**src/rtl/mem_read_scheduler.sv**
```systemverilog
// Shared AXI read-channel scheduler: I-cache, D-cache and stream buffer
// requesters, one burst in flight, D-cache priority with aging and RR.
//
// Ports:
//   clk, rst_n                      clock, async active-low reset
//   req_valid/req_addr/req_len      packed per-requester burst requests
//   req_ready                       one-hot accept pulse (IDLE only)
//   resp_valid/resp_last/resp_data  beats forwarded to the burst owner
//   AR*/R*                          AXI read address / read data pins
//   busy                            scheduler not idle
//   id_err                          sticky: beat seen with a foreign RID
module mem_read_scheduler #(
  parameter int MASTERS      = 3,
  parameter int ADDR_WIDTH   = 26,
  parameter int DATA_WIDTH   = 32,
  parameter int PRIO_MASTER  = 1,
  parameter int STARVE_LIMIT = 16
) (
  input  logic                    clk,
  input  logic                    rst_n,
  input  logic [MASTERS-1:0]      req_valid,
  input  logic [MASTERS*ADDR_WIDTH-1:0] req_addr,
  input  logic [MASTERS*4-1:0]    req_len,
  output logic [MASTERS-1:0]      req_ready,
  output logic [MASTERS-1:0]      resp_valid,
  output logic                    resp_last,
  output logic [DATA_WIDTH-1:0]   resp_data,
  output logic                    ARVALID,
  input  logic                    ARREADY,
  output logic [3:0]              ARID,
  output logic [3:0]              ARLEN,
  output logic [ADDR_WIDTH-1:0]   ARADDR,
  input  logic                    RVALID,
  output logic                    RREADY,
  input  logic                    RLAST,
  input  logic [3:0]              RID,
  input  logic [DATA_WIDTH-1:0]   RDATA,
  output logic                    busy,
  output logic                    id_err
);

  localparam int IW = (MASTERS > 1) ? $clog2(MASTERS) : 1;
  localparam int CW = $clog2(STARVE_LIMIT + 1);
  localparam logic [CW-1:0] LIMIT = CW'(STARVE_LIMIT);

  typedef enum logic [1:0] {
    IDLE,
    ADDR,
    DATA
  } state_t;

  state_t                state;
  logic [IW-1:0]         rr_ptr;
  logic [IW-1:0]         rr_next;
  logic [CW-1:0]         wait_cnt [MASTERS];
  logic [3:0]            ar_id;
  logic [3:0]            ar_len;
  logic [ADDR_WIDTH-1:0] ar_addr;
  logic                  arvalid_q;
  logic                  rready_q;
  logic                  busy_q;
  logic                  id_err_q;

  logic                  grant;
  logic [IW-1:0]         win;
  logic                  found;
  logic [IW-1:0]         rr_win;
  logic [IW-1:0]         sel;
  int                    idx;
  logic                  id_ok;
  logic                  beat_ok;

  // Winner: starved (lowest index) > priority master > round robin.
  always_comb begin
    win    = '0;
    found  = 1'b0;
    rr_win = '0;
    sel    = '0;
    idx    = 0;
    for (int i = MASTERS - 1; i >= 0; i--) begin
      if (req_valid[i] && wait_cnt[i] == LIMIT) begin
        win   = IW'(i);
        found = 1'b1;
      end
    end
    if (!found && req_valid[PRIO_MASTER]) begin
      win   = IW'(PRIO_MASTER);
      found = 1'b1;
    end
    // Scan downwards so the entry closest to rr_ptr is kept last.
    for (int k = MASTERS - 1; k >= 0; k--) begin
      idx = int'(rr_ptr) + k;
      if (idx >= MASTERS) idx = idx - MASTERS;
      sel = IW'(idx);
      if (req_valid[sel]) rr_win = sel;
    end
    if (!found) win = rr_win;
  end

  assign grant = rst_n && (state == IDLE) && (|req_valid);

  assign rr_next = (int'(win) == MASTERS - 1) ? '0 : win + 1'b1;

  always_comb begin
    req_ready = '0;
    for (int i = 0; i < MASTERS; i++) begin
      req_ready[i] = grant && (win == IW'(i));
    end
  end

  assign id_ok   = (RID == ar_id);
  assign beat_ok = (state == DATA) && RVALID && id_ok;

  always_comb begin
    resp_valid = '0;
    for (int i = 0; i < MASTERS; i++) begin
      resp_valid[i] = beat_ok && (ar_id == 4'(i));
    end
  end

  assign resp_last = beat_ok && RLAST;
  assign resp_data = RDATA;

  always_ff @(posedge clk or negedge rst_n) begin
    if (!rst_n) begin
      state     <= IDLE;
      rr_ptr    <= '0;
      ar_id     <= '0;
      ar_len    <= '0;
      ar_addr   <= '0;
      arvalid_q <= 1'b0;
      rready_q  <= 1'b0;
      busy_q    <= 1'b0;
      id_err_q  <= 1'b0;
    end else begin
      unique case (state)
        IDLE: begin
          if (grant) begin
            state     <= ADDR;
            arvalid_q <= 1'b1;
            busy_q    <= 1'b1;
            ar_id     <= 4'(win);
            ar_addr   <= req_addr[int'(win)*ADDR_WIDTH +: ADDR_WIDTH];
            ar_len    <= req_len[int'(win)*4 +: 4];
            rr_ptr    <= rr_next;
          end
        end
        ADDR: begin
          if (ARREADY) begin
            state     <= DATA;
            arvalid_q <= 1'b0;
            rready_q  <= 1'b1;
          end
        end
        DATA: begin
          if (RVALID) begin
            if (!id_ok) begin
              id_err_q <= 1'b1;
            end else if (RLAST) begin
              state    <= IDLE;
              rready_q <= 1'b0;
              busy_q   <= 1'b0;
            end
          end
        end
        default: state <= IDLE;
      endcase
    end
  end

  // Aging: count cycles a request waits unserved, saturating.
  always_ff @(posedge clk or negedge rst_n) begin
    if (!rst_n) begin
      for (int i = 0; i < MASTERS; i++) wait_cnt[i] <= '0;
    end else begin
      for (int i = 0; i < MASTERS; i++) begin
        if (!req_valid[i] || req_ready[i]) begin
          wait_cnt[i] <= '0;
        end else if (wait_cnt[i] != LIMIT) begin
          wait_cnt[i] <= wait_cnt[i] + 1'b1;
        end
      end
    end
  end

  assign ARVALID = arvalid_q;
  assign ARID    = ar_id;
  assign ARLEN   = ar_len;
  assign ARADDR  = ar_addr;
  assign RREADY  = rready_q;
  assign busy    = busy_q;
  assign id_err  = id_err_q;

endmodule
```
**config.mk**
```make
export PLATFORM = sky130hd
export DESIGN_NAME = mem_read_scheduler
export DESIGN_NICKNAME = d
export VERILOG_FILES = /design/src/rtl/mem_read_scheduler.sv
export SDC_FILE = /design/constraint.sdc
export NUM_CORES = 1
export LEC_CHECK = 0
export BUFFER_PORTS_ARGS = -buffer_cell sky130_fd_sc_hd__buf_2
export CORE_ASPECT_RATIO = 1.5
export CORE_MARGIN = 4
export CORE_UTILIZATION = 44
export DETAILED_ROUTE_END_ITERATION = 7
export PLACE_DENSITY_LB_ADDON = 0.12
export SYNTH_ARGS = -nofsm -noshare
export SYNTH_HDL_FRONTEND = slang
export SYNTH_SLANG_ARGS = --single-unit
export TNS_END_PERCENT = 5
```
**constraint.sdc**
```tcl
create_clock -name clk -period 2.25 [get_ports clk]
set_input_delay 0 -clock clk [delete_from_list [all_inputs] [get_ports clk]]
set_output_delay 0 -clock clk [all_outputs]
set_load 0.1 [all_outputs]
```
Word-level counts from Yosys, hierarchy flattened
Cells that the tools add are included.

word-level totals
  register bits = 55
  input bits = 134
  output and inout bits = 77
  logic and storage cells = 131

cells by class
  add/subtract/negate cells = 9
  multiply operators = 1
  magnitude comparators = 6
  equal/unequal tests = 19
  shift-type cells = 2
  mux-type cells = 43
  bitwise gates (word level) = 1
  reduce and logical (&&, ||, !) cells = 38

operator list
  operator                                                                             count
  78-bit by 8-bit variable part select with 26-bit output                              1
  2-bit 2-to-1 mux                                                                     17
  5-bit 2-to-1 mux                                                                     6
  5-bit by 1-bit adder with 5-bit output, second input constant                        3
  5-bit equality test, second input constant                                           3
  1-bit logical AND                                                                    15
  5-bit inequality test, second input constant                                         3
  5-bit AND reduction                                                                  3
  1-bit 2-to-1 mux                                                                     13
  2-bit nonzero test                                                                   6
  12-bit by 5-bit variable part select with 4-bit output                               1
  2-bit inequality test, second input constant                                         5
  2-bit by 3-bit less-than comparator with 1-bit output, second input constant         3
  2-bit equality test, second input constant                                           4
  1-bit binary-select mux with 2-bit select                                            3
  2-bit by 1-bit equality test with 1-bit output, second input constant                3
  3-bit by 2-bit greater-or-equal comparator with 1-bit output, second input constant  2
  2-bit by 4-bit multiplier with 6-bit output, second input constant                   1
  1-bit one-hot mux with 2 select lines                                                3
  2-bit one-hot mux with 3 select lines                                                1
  3-bit AND reduction                                                                  2
  2-bit subtractor, second input constant                                              3
  4-bit by 2-bit equality test with 1-bit output                                       1
  1-bit logical NOT                                                                    4
  10 further kinds                                                                     13

Longest topological paths before layout
  word-level depth = 13
  depth in mapped cells = 9
  depth with buffers taken out = 7

Least setup slack after synthesis
OpenSTA, ideal clock, no wires.

  kind = register to output
  from = register ar_id[0], in the netlist ARID[0]
  to = output resp_valid[2]
  arrival = 3.886 ns
  required time = 2.250 ns
  setup slack = -1.636 ns
  cell stages (with the launch flop) = 5
  path buffers = 0
  cell sequence = dfrtp_1 > xor2_1 > nor4_1 > nand3_1 > nor3b_1

between the ends
  longest elaborated chain between the ends = 3
  elaborated cells on any way between the ends = 4

RTL lines
  what                                            RTL line  text
  from (decl)                                     56        logic [3:0] ar_id;
  from (signal assigned)                          142       ar_id <= 4'(win);
  4-bit by 2-bit equality test with 1-bit output  111       assign id_ok = (RID == ar_id);
  1-bit logical AND                               112       assign beat_ok = (state == DATA) && RVALID && id_ok;
  1-bit logical AND *                             117       resp_valid[i] = beat_ok && (ar_id == 4'(i));
  to (decl)                                       25        output logic [MASTERS-1:0] resp_valid,

Every way passes the cells marked *; elsewhere a longest branch is shown, timed or not.

Worst setup path in the final report
  from = register rr_ptr[1]
  to = output req_ready[2]

between the ends
  longest elaborated chain between the ends = 11
  elaborated cells on any way between the ends = 23

RTL lines
  what                                                                                              RTL line  text
  from (decl)                                                                                       53        logic [IW-1:0] rr_ptr;
  from (signal assigned)                                                                            145       rr_ptr <= rr_next;
  2-bit by 2-bit adder with 3-bit output                                                            92        idx = int'(rr_ptr) + k;
  3-bit by 2-bit greater-or-equal comparator with 1-bit output or 2-bit subtractor (tied branches)  93        if (idx >= MASTERS) idx = idx - MASTERS;
  2-bit 2-to-1 mux                                                                                  93
  1-bit binary-select mux with 2-bit select                                                         95        if (req_valid[sel]) rr_win = sel;
  1-bit 2-to-1 mux (not written as such)                                                            95
  2-bit 2-to-1 mux (2 in a row)                                                                     95
  2-bit 2-to-1 mux *                                                                                95
  2-bit 2-to-1 mux *                                                                                97        if (!found) win = rr_win;
  2-bit equality test *                                                                             107       req_ready[i] = grant && (win == IW'(i));
  1-bit logical AND *                                                                               107
  to (decl)                                                                                         24        output logic [MASTERS-1:0] req_ready,

Every way passes the cells marked *; elsewhere a longest branch is shown, timed or not. The select of a mux whose other input is x is not followed.

==> flow_metrics.tcl <==
set metrics [dict create \
    ys_async_sr_fraction 1.00 \
    whs_path_depth 3 \
    slew_viol_final 0 \
    utilization 0.615 \
    area_growth_pct 37.2 \
    hold_path_class "input port to flop" \
    hold_viol 2 \
    r2r_setup_slack_ns 0.10 \
    viasPerCell 4.81 \
    startpoint_type "flop" \
    drt_iter0_markers 113 \
    io_buffers 144 \
    root_buffer "clkbuf_16" \
    worstSetupEndpointType "output pin" \
    switchingPower_mw 3.62 \
    grt_usage 0.194 \
    clockBufferDepth 2 \
    ios 211 \
    dp_cells 540 \
    synth-seq-cells 55 \
    final_nets 622 \
    relSlewSlack 0.532 \
    drive_above_1_share 0.472 \
    yosys-top-cells-area "dfrtp_1, o221ai_2, mux2i_1, buf_4, nand2_1" \
    dp.final_hpwl_um 6650 \
    firstDrtPassIters 4 \
    clk_pin_slew_worst_paths_ns 0.08 \
    vias 2802 \
    drc 0 \
    status "finished, violations left" \
    finalCriticalPeriod_ns 2.18 \
    htree_levels 2 \
    cts_buffers 5 \
    core_area_um2 7610 \
    combPwrFrac 0.624 \
    clkPwrFrac 0.124 \
    wl_per_cell_um 15.4 \
    p_seq_frac 0.252 \
    die_area_um2 9260 \
    yosys.area.top_type "dfrtp_1" \
    die_w_um 79.9 \
    r2r_cells 8 \
    min_from "req_addr[75]" \
    grt_max_degree 56 \
    fin_ws_ns 0.0706 \
    yosys_warnings 0 \
    routed_wirelength_um 8980 \
    synth_area_um2 3410 \
    reg2reg_from "rr_ptr[1]$_DFFE_PN0P_" \
    instances_no_fill 583 \
    synth-edff-count 0 \
    routabilityCongestion 0.754 \
    required_ns 2.25 \
    ys_types 38 \
    worstSetupPathType "flop to output pin" \
    rsz0062_at_grt "yes" \
    start_util 0.449 \
    cts_tree "done" \
    critPathLaunch "rr_ptr[1]$_DFFE_PN0P_" \
    place_ws_ns 0.108 \
    leakagePower_nw 2.42 \
    antenna_found_initial 0 \
    synth_top_area_share 0.403 \
    cp.arrival_ns 2.18 \
    synthCells 332 \
    antenna_left 0 \
    intPower_mw 2.68 \
    grt.overflow.total 0 \
    violations "hold timing" \
    antenna_cells 0 \
    grt_pass1_wl_um 14300 \
    chipHeight_um 116 \
    num_rows 39 \
    grt_pass1_vias 2981 \
    ys_dominant_reg_cell "dfrtp_1" \
    p_sw_frac 0.575 \
    cp_max_fo 4 \
    avgSynthCellArea_um2 10.3 \
    ys_seq_area_frac 0.403 \
    vdd_drop_max_mv 1.05 \
    clock_sinks 55 \
    power.density_nw_per_um2 1340 \
    worstSkewPairLatency_ns 0.30 \
    hold_slack_ns -0.000881 \
    synth_most_common_cell "dfrtp_1" \
    tightest_slew_ns 0.702 \
    skew_ns 0.0120 \
    drv_cap 0 \
    netlist_top_cells_count "dfrtp_1, nand2_1, inv_1" \
    period_share 0.969 \
    fmax_ghz 0.459 \
    finalSetupViolations 0 \
]
-- flip-flops by register name, summed over array words and instances, names as in the netlist --
name,count
ARADDR,26
busy,1
RREADY,1
ARID,2
ARLEN,4
state,2
wait_cnt,15
ARVALID,1
rr_ptr,2
id_err,1
-- worst paths after layout --
check | to
setup / recovery | req_ready[2]
hold / removal | ARADDR[23]$_DFFE_PN0P_
setup reg to reg | ARADDR[25]$_DFFE_PN0P_
hold reg to reg | id_err$_DFFE_PN0P_
max in group asynchronous | ARID[0]$_DFFE_PN0P_
min in group asynchronous | id_err$_DFFE_PN0P_
-- area by class of cell --
class | instances | area (um^2)
repair buffers | 189 | 1250
clock inverters | 3 | 22.5
flip-flops and latches | 55 | 1380
well taps | 102 | 128
fillers | 679 | 2930
clock buffers | 5 | 125
inverters | 40 | 153
multi-input cells | 189 | 1630
-- layout by cell type (no fill, tap or decap), drive strengths merged, types with 3 or more instances in the layout --
cell type / n
nand2b: 4
inv: 41
a21oi: 4
and4bb: 3
o221ai: 30
nor3: 3
buf: 166
dfrtp: 55
o21ai: 3
mux2i: 32
clkbuf: 5
xnor2: 7
ha: 8
dlygate4sd3: 23
xor2: 7
nand2: 43
nand3: 9
nor2: 11
-- per-stage QoR --
| step | TNS [ns] | cell area [um^2] | power, mW |
|---|---|---|---|
| 2_1_floorplan | -0.154 | 3470 | 4.89 |
| 3_3_place_gp | 0 | 4170 | 5.33 |
| 3_5_place_dp | 0 | 4170 | 5.38 |
| 4_1_cts | 0 | 4600 | 6.25 |
| 5_1_grt | -0.0694 | 4680 | 6.62 |
| 6_report | 0 | 4680 | 6.29 |
-- power by group through the flow --
stage	combinational [mW]	sequential, mW	clock, mW
floorplan	1.25	3.65	0
global placement	3.73	1.60	0
detailed placement	3.78	1.60	0
CTS	3.86	1.59	0.804
global route	4.12	1.64	0.856
finish	3.93	1.58	0.782
-- worst max-delay path, cell delays in order, from the launching register on --
cell and delay [ns]:
dfrtp_1 0.40, ha_1 0.32, and3_4 0.20, a211oi_4 0.22
o211ai_2 0.14, or2_4 0.26, buf_6 0.14, inv_4 0.05
buf_12 0.16
-- what timing repair did --
action,in CTS,in global routing
hold endpoints to repair,80,1
endpoints found under the setup margin,4,5
hold buffers,22,1
setup buffers,5,7
gates resized for setup,6,7
pin swaps,0,4
-- cell families (layout without fill, tap and decap cells) --
kind of cell | count (synthesis) | after routing | synth area share
XOR/XNOR | 14 | 14 | 0.0359
flip-flops | 55 | 55 | 0.403
adder cells (fa/ha/maj) | 8 | 8 | 0.0293
buffers and inverters | 89 | 237 | 0.150
AND/OR/NAND/NOR | 85 | 85 | 0.119
AO/OA/AOI/OAI | 47 | 47 | 0.165
other | 1 | 2 | 0.00110
multiplexers | 33 | 33 | 0.0971
-- layer usage --
metal | part of all wire | vias up | routed length, um | global-route usage
met5 | 0 | - | 0 | 0
met4 | 0.026 | 0 | 233 | 0.0722
met3 | 0.053 | 20 | 478 | 0.0397
met2 | 0.56 | 88 | 5000 | 0.354
met1 | 0.36 | 1306 | 3270 | 0.221
li1 | - | 1388 | - | -
No activity file was read; power rests on OpenSTA's default activity.
